==> src/rtl/cpu_trace_buffer_if.sv <==
// Trace buffer bus: CPU observation inputs, capture control and drain port.
// The master drives CPU state and control; the slave is the trace buffer.
interface cpu_trace_buffer_if #(
    parameter int unsigned INST_W  = 32,
    parameter int unsigned OPC_W   = 6,
    parameter int unsigned REG_W   = 4,
    parameter int unsigned STATE_W = 3,
    parameter int unsigned DEPTH   = 16,
    parameter int unsigned TS_W    = 16,
    parameter int unsigned POST_W  = 8
);
    localparam int unsigned REC_W = TS_W + 2*STATE_W + OPC_W + 3*REG_W;
    localparam int unsigned CNT_W = $clog2(DEPTH) + 1;

    logic [STATE_W-1:0] state;
    logic [STATE_W-1:0] next_state;
    logic [INST_W-1:0]  inst;
    logic               arm;
    logic [1:0]         mode;
    logic               trig_en;
    logic [OPC_W-1:0]   trig_opc;
    logic [POST_W-1:0]  post_cnt;
    logic               rd_en;
    logic [REC_W-1:0]   rd_data;
    logic               rd_valid;
    logic [CNT_W-1:0]   count;
    logic               overflow;
    logic               frozen;
    logic               busy;

    modport master (
        output state, next_state, inst, arm, mode, trig_en, trig_opc, post_cnt, rd_en,
        input  rd_data, rd_valid, count, overflow, frozen, busy
    );

    modport slave (
        input  state, next_state, inst, arm, mode, trig_en, trig_opc, post_cnt, rd_en,
        output rd_data, rd_valid, count, overflow, frozen, busy
    );
endinterface

==> src/rtl/cpu_trace_buffer.sv <==
// Trace recorder for the multicycle CPU: qualified capture into a circular
// buffer, frozen by an opcode trigger after a post window, drained oldest-first.
module cpu_trace_buffer #(
    parameter int unsigned INST_W   = 32,
    parameter int unsigned OPC_W    = 6,
    parameter int unsigned REG_W    = 4,
    parameter int unsigned STATE_W  = 3,
    parameter int unsigned FETCH_ST = 0,
    parameter int unsigned DEPTH    = 16,
    parameter int unsigned TS_W     = 16,
    parameter int unsigned POST_W   = 8
) (
    input  logic                clk,
    input  logic                reset,
    cpu_trace_buffer_if.slave   bus
);
    localparam int unsigned AW    = $clog2(DEPTH);
    localparam int unsigned CNT_W = AW + 1;
    localparam int unsigned REC_W = TS_W + 2*STATE_W + OPC_W + 3*REG_W;
    localparam int unsigned FLD_W = OPC_W + 3*REG_W;

    typedef enum logic [1:0] {IDLE, ARMED, POST, FROZEN} fsm_e;

    fsm_e               fsm_q, fsm_d;
    logic [TS_W-1:0]    ts_q;
    logic [REC_W-1:0]   mem [DEPTH];
    logic [AW-1:0]      wr_ptr_q, rd_ptr_q;
    logic [CNT_W-1:0]   count_q;
    logic               overflow_q, rd_valid_q, frozen_q, busy_q;
    logic [REC_W-1:0]   rd_data_q;
    logic [1:0]         mode_q;
    logic               trig_en_q;
    logic [OPC_W-1:0]   trig_opc_q;
    logic [POST_W-1:0]  post_q, post_d;

    logic [OPC_W-1:0]   opc_c;
    logic [REC_W-1:0]   rec_c;
    logic               qual_c, wr_c, rd_c, full_c, fetch_c;

    // The opcode and the three register fields are contiguous below the MSB.
    assign opc_c   = bus.inst[INST_W-1 -: OPC_W];
    assign rec_c   = {ts_q, bus.state, bus.next_state, bus.inst[INST_W-1 -: FLD_W]};
    assign full_c  = (count_q == CNT_W'(DEPTH));
    assign fetch_c = (bus.state == STATE_W'(FETCH_ST)) && (bus.next_state != STATE_W'(FETCH_ST));

    // Next-state logic; arm overrides capture and read.
    always_comb begin
        fsm_d  = fsm_q;
        post_d = post_q;
        qual_c = 1'b0;
        wr_c   = 1'b0;
        rd_c   = 1'b0;

        unique case (mode_q)
            2'b01:   qual_c = (bus.state != bus.next_state);
            2'b10:   qual_c = fetch_c;
            2'b11:   qual_c = 1'b1;
            default: qual_c = 1'b0;
        endcase

        if (bus.arm) begin
            fsm_d  = (bus.mode == 2'b00) ? IDLE : ARMED;
            post_d = bus.post_cnt;
        end else begin
            unique case (fsm_q)
                ARMED: begin
                    wr_c = qual_c;
                    if (qual_c && trig_en_q && (opc_c == trig_opc_q))
                        fsm_d = (post_q == '0) ? FROZEN : POST;
                end
                POST: begin
                    wr_c = qual_c;
                    if (qual_c) begin
                        post_d = post_q - POST_W'(1);
                        if (post_q == POST_W'(1))
                            fsm_d = FROZEN;
                    end
                end
                FROZEN:  rd_c = bus.rd_en && (count_q != '0);
                default: ;
            endcase
        end
    end

    always_ff @(posedge clk) begin
        if (reset) begin
            fsm_q  <= IDLE;
            post_q <= '0;
        end else begin
            fsm_q  <= fsm_d;
            post_q <= post_d;
        end
    end

    // Pointers, occupancy, latched configuration and registered outputs.
    always_ff @(posedge clk) begin
        if (reset) begin
            ts_q       <= '0;
            wr_ptr_q   <= '0;
            rd_ptr_q   <= '0;
            count_q    <= '0;
            overflow_q <= 1'b0;
            rd_valid_q <= 1'b0;
            rd_data_q  <= '0;
            frozen_q   <= 1'b0;
            busy_q     <= 1'b0;
            mode_q     <= 2'b00;
            trig_en_q  <= 1'b0;
            trig_opc_q <= '0;
        end else begin
            ts_q       <= ts_q + TS_W'(1);
            rd_valid_q <= 1'b0;
            frozen_q   <= (fsm_d == FROZEN);
            busy_q     <= (fsm_d == ARMED) || (fsm_d == POST);
            if (bus.arm) begin
                wr_ptr_q   <= '0;
                rd_ptr_q   <= '0;
                count_q    <= '0;
                overflow_q <= 1'b0;
                mode_q     <= bus.mode;
                trig_en_q  <= bus.trig_en;
                trig_opc_q <= bus.trig_opc;
            end else if (wr_c) begin
                wr_ptr_q <= wr_ptr_q + AW'(1);
                if (full_c) begin
                    rd_ptr_q   <= rd_ptr_q + AW'(1);
                    overflow_q <= 1'b1;
                end else begin
                    count_q <= count_q + CNT_W'(1);
                end
            end else if (rd_c) begin
                rd_data_q  <= mem[rd_ptr_q];
                rd_valid_q <= 1'b1;
                rd_ptr_q   <= rd_ptr_q + AW'(1);
                count_q    <= count_q - CNT_W'(1);
            end
        end
    end

    // Record storage needs no reset; occupancy alone defines valid entries.
    always_ff @(posedge clk) begin
        if (!reset && wr_c)
            mem[wr_ptr_q] <= rec_c;
    end

    assign bus.rd_data  = rd_data_q;
    assign bus.rd_valid = rd_valid_q;
    assign bus.count    = count_q;
    assign bus.overflow = overflow_q;
    assign bus.frozen   = frozen_q;
    assign bus.busy     = busy_q;
endmodule

==> src/flat_wrapper.sv <==
// flat-port wrapper written by rule: the top's interface ports become plain ports
module cpu_trace_buffer_flat 
#(
    parameter int unsigned INST_W   = 32,
    parameter int unsigned OPC_W    = 6,
    parameter int unsigned REG_W    = 4,
    parameter int unsigned STATE_W  = 3,
    parameter int unsigned FETCH_ST = 0,
    parameter int unsigned DEPTH    = 16,
    parameter int unsigned TS_W     = 16,
    parameter int unsigned POST_W   = 8
)
  (clk, reset, bus_state, bus_next_state, bus_inst, bus_arm, bus_mode, bus_trig_en, bus_trig_opc, bus_post_cnt, bus_rd_en, bus_rd_data, bus_rd_valid, bus_count, bus_overflow, bus_frozen, bus_busy);
  cpu_trace_buffer_if #(.INST_W(INST_W), .OPC_W(OPC_W), .REG_W(REG_W), .STATE_W(STATE_W), .DEPTH(DEPTH), .TS_W(TS_W), .POST_W(POST_W)) bus_i ();
  input  logic clk;
  input  logic reset;
  input wire logic [$bits(bus_i.state)-1:0] bus_state;
  input wire logic [$bits(bus_i.next_state)-1:0] bus_next_state;
  input wire logic [$bits(bus_i.inst)-1:0] bus_inst;
  input wire logic [$bits(bus_i.arm)-1:0] bus_arm;
  input wire logic [$bits(bus_i.mode)-1:0] bus_mode;
  input wire logic [$bits(bus_i.trig_en)-1:0] bus_trig_en;
  input wire logic [$bits(bus_i.trig_opc)-1:0] bus_trig_opc;
  input wire logic [$bits(bus_i.post_cnt)-1:0] bus_post_cnt;
  input wire logic [$bits(bus_i.rd_en)-1:0] bus_rd_en;
  output wire logic [$bits(bus_i.rd_data)-1:0] bus_rd_data;
  output wire logic [$bits(bus_i.rd_valid)-1:0] bus_rd_valid;
  output wire logic [$bits(bus_i.count)-1:0] bus_count;
  output wire logic [$bits(bus_i.overflow)-1:0] bus_overflow;
  output wire logic [$bits(bus_i.frozen)-1:0] bus_frozen;
  output wire logic [$bits(bus_i.busy)-1:0] bus_busy;
  assign bus_i.state = bus_state;
  assign bus_i.next_state = bus_next_state;
  assign bus_i.inst = bus_inst;
  assign bus_i.arm = bus_arm;
  assign bus_i.mode = bus_mode;
  assign bus_i.trig_en = bus_trig_en;
  assign bus_i.trig_opc = bus_trig_opc;
  assign bus_i.post_cnt = bus_post_cnt;
  assign bus_i.rd_en = bus_rd_en;
  assign bus_rd_data = bus_i.rd_data;
  assign bus_rd_valid = bus_i.rd_valid;
  assign bus_count = bus_i.count;
  assign bus_overflow = bus_i.overflow;
  assign bus_frozen = bus_i.frozen;
  assign bus_busy = bus_i.busy;
  cpu_trace_buffer #(.INST_W(INST_W), .OPC_W(OPC_W), .REG_W(REG_W), .STATE_W(STATE_W), .FETCH_ST(FETCH_ST), .DEPTH(DEPTH), .TS_W(TS_W), .POST_W(POST_W)) u_core (.clk(clk), .reset(reset), .bus(bus_i));
endmodule
==> config.mk <==
export PLATFORM = sky130hd
export DESIGN_NAME = cpu_trace_buffer_flat
export DESIGN_NICKNAME = d
export VERILOG_FILES = /design/src/rtl/cpu_trace_buffer_if.sv /design/src/rtl/cpu_trace_buffer.sv /design/src/flat_wrapper.sv
export SDC_FILE = /design/constraint.sdc
export NUM_CORES = 1
export LEC_CHECK = 0
export BUFFER_PORTS_ARGS = -buffer_cell sky130_fd_sc_hd__clkbuf_2
export CAP_MARGIN = 20
export CORE_AREA = 4 4 311 313
export DETAILED_ROUTE_END_ITERATION = 10
export DIE_AREA = 0 0 315 317
export SETUP_SLACK_MARGIN = 0.3
export SLEW_MARGIN = 20
export SYNTH_ARGS = -nofsm -noshare
export SYNTH_HDL_FRONTEND = slang
export SYNTH_SLANG_ARGS = --single-unit
==> constraint.sdc <==
create_clock -name clk -period 13.3 [get_ports clk]
set_input_delay 1.33 -clock clk [delete_from_list [all_inputs] [get_ports clk]]
set_output_delay 1.33 -clock clk [all_outputs]
set_load 0.1 [all_outputs]
==> summary.md <==
| Metric | Value |
|---|---|
| Num CTS Buffers | 79 |
| Post-synth EDFFs | 640 |
| Final HPWL DP | approximately 32000 um |
| DR vias | between 10k and 15k |
| CTS root buffer | clkbuf_16 |
| Synthesized area | between 20000 and 30000 um^2 |
| Post-CTS Setup Bufs | 0 |
| Worst EP arrival | 4670 ps |
| Clock sinks | approximately 730 |
| Clock Power Share | 0.456 |
| Finish-stage setup viols | 0 |
| Die width | roughly 320 um |
| Final nets | 1586 |
| Leakage Power | between 10 and 15 nW |
| CTS tree | yes |
| RR Startpoint | u_core.rd_ptr_q[0] |
| Placer congestion estimate | 0.7143 |
| Register area | approximately 21000 um^2 |
| Levels on crit path | 7 |
| # IOs | between 100 and 150 |
| Gr usage total | 0.1265 |
| CP max-delay cell | nor3_4 |
| Final Critical Period | between 4000 and 5000 ps |
| CP max stage delay | about 720 ps |
| Total net switching power | around 0.00096 W |
| Longest Clk Path Bufs | 3 |
| Yosys reg bits | approximately 730 |
| Average vias per placed instance | around 4.7 |
| Slew margin rel. | 0.3411 |
| WHS Path Cells | 2 |
| Most frequent cell after synthesis | edfxtp_1 |
| Die area | 99860 um^2 |
| Post-place setup slack | 8176 ps |
| Syn avg cell area | between 20 and 25 um^2 |
| Final Hold Fails | 0 |
| Area leader, netlist | edfxtp_1 |
| Hold Buf Count CTS | 0 |
| Antenna Violating Nets Remaining | 0 |
| DR WL/cell | between 20 and 25 um |
| Setup TNS | 0 ps |
| Hold Crit Start | u_core.bus.rd_data[13] |
| H-tree lvl count | 3 |
| Initial antenna violation count | 2 |
| Number of global-route vias before repair | roughly 14k |
| Delay-heaviest family, CP | simple AND/OR/NAND/NOR gates |
| Initial Util | 0.2973 |
| F_max | ~0.23 GHz |
| Pwr/cell area | 143.9 nW/um^2 |
| Seq pwr share | 0.530 |
| N_diodes | 0 |
| CTS resizes | 0 |
| Final Cycle Share | 0.3328 |
| Logic gate share of total power | 0.015 |
| Crit Path Max Fanout | 31 |
| Post-synthesis cell count | 1381 |
| Fin. max-slew vios | 0 |
| Total gr overflow | 0 |
| Sw frac | 0.2028 |
| Slew of the pin with the lowest slew margin | just under 1000 ps |
| Final core utilization | 0.3475 |
| Post-synth ARST share | 0 |
| Die Y | around 320 um |
| Clk_lat worst skew | 630 ps |
| Synth Flop Type | edfxtp_1 |
| Net count after synthesis | between 1k and 1.5k |
| Core ar. | roughly 94000 um^2 |
| Critical path class | input port to flop |
| Final Routed Wirelength | between 60000 and 70000 um |
| Area growth syn-to-layout | 16.88% |
| Layout Skew | approximately 22 ps |
| Critical path startpoint | bus_state[1] |
| R2R cell count | 6 |
| # rows | about 110 |
| DR iter-0 viols | 1024 |
| Setup crit start kind | input port |
| I/O Buffers | between 90 and 100 |
| Worst endpoint required time | ~14000 ps |
| Synth warn | 0 |
| Internal power | between 0.003 and 0.004 W |
| Fillers | ~9k |
| Synth top area share | 0.6854 |
| WP buf/inv | 2 |
| Area contributors post-synth | edfxtp_1 69%, mux4_2 16%, dfxtp_1 6.6% |
| Run status | complete, no violations |
| Layout cells sized above 1 | 0.2923 |
| Largest net degree at the start of global routing | 64 |
| Worst VDD drop | between 0.1 and 0.15 mV |
| Drt first pass iters | 5 |
| Max-capacitance violation count | 0 |
| Hold slack | approximately 450 ps |
| Crit path cell chain | clkbuf_2 > or4b_1 > o21ba_2 > nor2_4 > nand3_1 > nor3_4 > buf_4 |
| First-pass GRT wire length | roughly 94000 um |
| Register area share after synthesis | 0.7511 |
| Post-route DRC | 0 |
| Worst Setup End Kind | flop |
| Yosys cell types | between 40 and 50 |
| RSZ-0062 raised after global routing | false |
| HP Class | flop to flop |
| Synth cell count leaders | 640 x edfxtp_1, 200 x mux4_2, 94 x nand2_1 |
| Final setup margin | about 8900 ps |
| Clock-pin transition on the worst setup and hold timing paths | around 60 ps |
| Area of the multi-input gates | just under 7000 um^2 |
final timing paths:
path	end	slack (ps)
setup reg to reg	u_core.bus.rd_data[21]	9620
hold / removal	u_core.bus.rd_data[13]	450
hold reg to reg	u_core.bus.rd_data[13]	450
setup / recovery	u_core.mem[2][35]	8870
layout make-up:
cell class | count | share of cell area
inverters | 15 | 0.001718
well taps | 1265 | 0.04829
clock buffers | 100 | 0.06398
repair buffers | 119 | 0.02107
clock inverters | 48 | 0.01493
multi-input cells | 563 | 0.2070
flip-flops and latches | 732 | 0.6430
layer usage:
layer,track usage,up-vias,part of all wire,routed length [um]
met3,0.02274,81,0.042,2700
met1,0.1555,7168,0.41,25870
li1,-,5860,-,-
met4,0.03362,2,0.018,1117
met5,0,-,0.00020,13
met2,0.2295,282,0.53,33910
state kept, by name (all words and copies together) (netlist names), 2 cells and up:
| signal | flops |
|---|---|
| u_core.fsm_q | 2 |
| u_core.mode_q | 2 |
| u_core.ts_q | 16 |
| u_core.rd_ptr_q | 4 |
| u_core.bus.rd_data | 40 |
| u_core.wr_ptr_q | 4 |
| u_core.post_q | 8 |
| u_core.mem | 640 |
| u_core.trig_opc_q | 6 |
| u_core.bus.count | 5 |
tightest hold or removal path: stages (launching register included):
cell and delay, ps:
dfxtp_1 310, nand2_1 50, a21oi_1 50
cell families (layout without fill, tap and decap cells):
logic type | Yosys count | count (layout) | share of synthesized area
AND/OR/NAND/NOR | 207 | 207 | 0.03311
adder cells (fa/ha/maj) | 17 | 17 | 0.007853
flip-flops | 732 | 732 | 0.7511
XOR/XNOR | 33 | 33 | 0.01031
multiplexers | 213 | 213 | 0.1653
AO/OA/AOI/OAI | 93 | 93 | 0.02026
buffers and inverters | 86 | 282 | 0.01214
power groups by stage:
stage               Combinational [W]  Clock [W]  Sequential, W
finish                      0.0000691    0.00215        0.00250
global route                0.0000768    0.00230        0.00250
CTS                         0.0000704    0.00221        0.00250
detailed placement          0.0000703          0        0.00255
global placement            0.0000666          0        0.00255
floorplan                   0.0000316          0        0.00255
through the flow:
step	cells	power, W	cell area, um^2
after floorplan	1381	0.002582	28040
after global placement	2693	0.002612	30120
after detailed placement	2693	0.002617	30150
after CTS	2841	0.004775	32740
after global routing	2842	0.004872	32770
final	2842	0.004718	32770
layout by cell type (no fill, tap or decap), drive strengths merged, types with 3 or more instances in the layout:
master / instances
edfxtp: 640
mux4: 200
clkbuf: 192
nand2: 94
dfxtp: 92
a21oi: 58
nor2: 54
clkinv: 35
buf: 27
xnor2: 19
inv: 19
nand3: 17
ha: 16
xor2: 14
mux2i: 13
o21ai: 12
nor3: 11
or3: 8
o21a: 6
bufinv: 6
nor2b: 5
nand2b: 3
a21o: 3
clkinvlp: 3
nor4: 3
(Power assumes the default switching activity.)
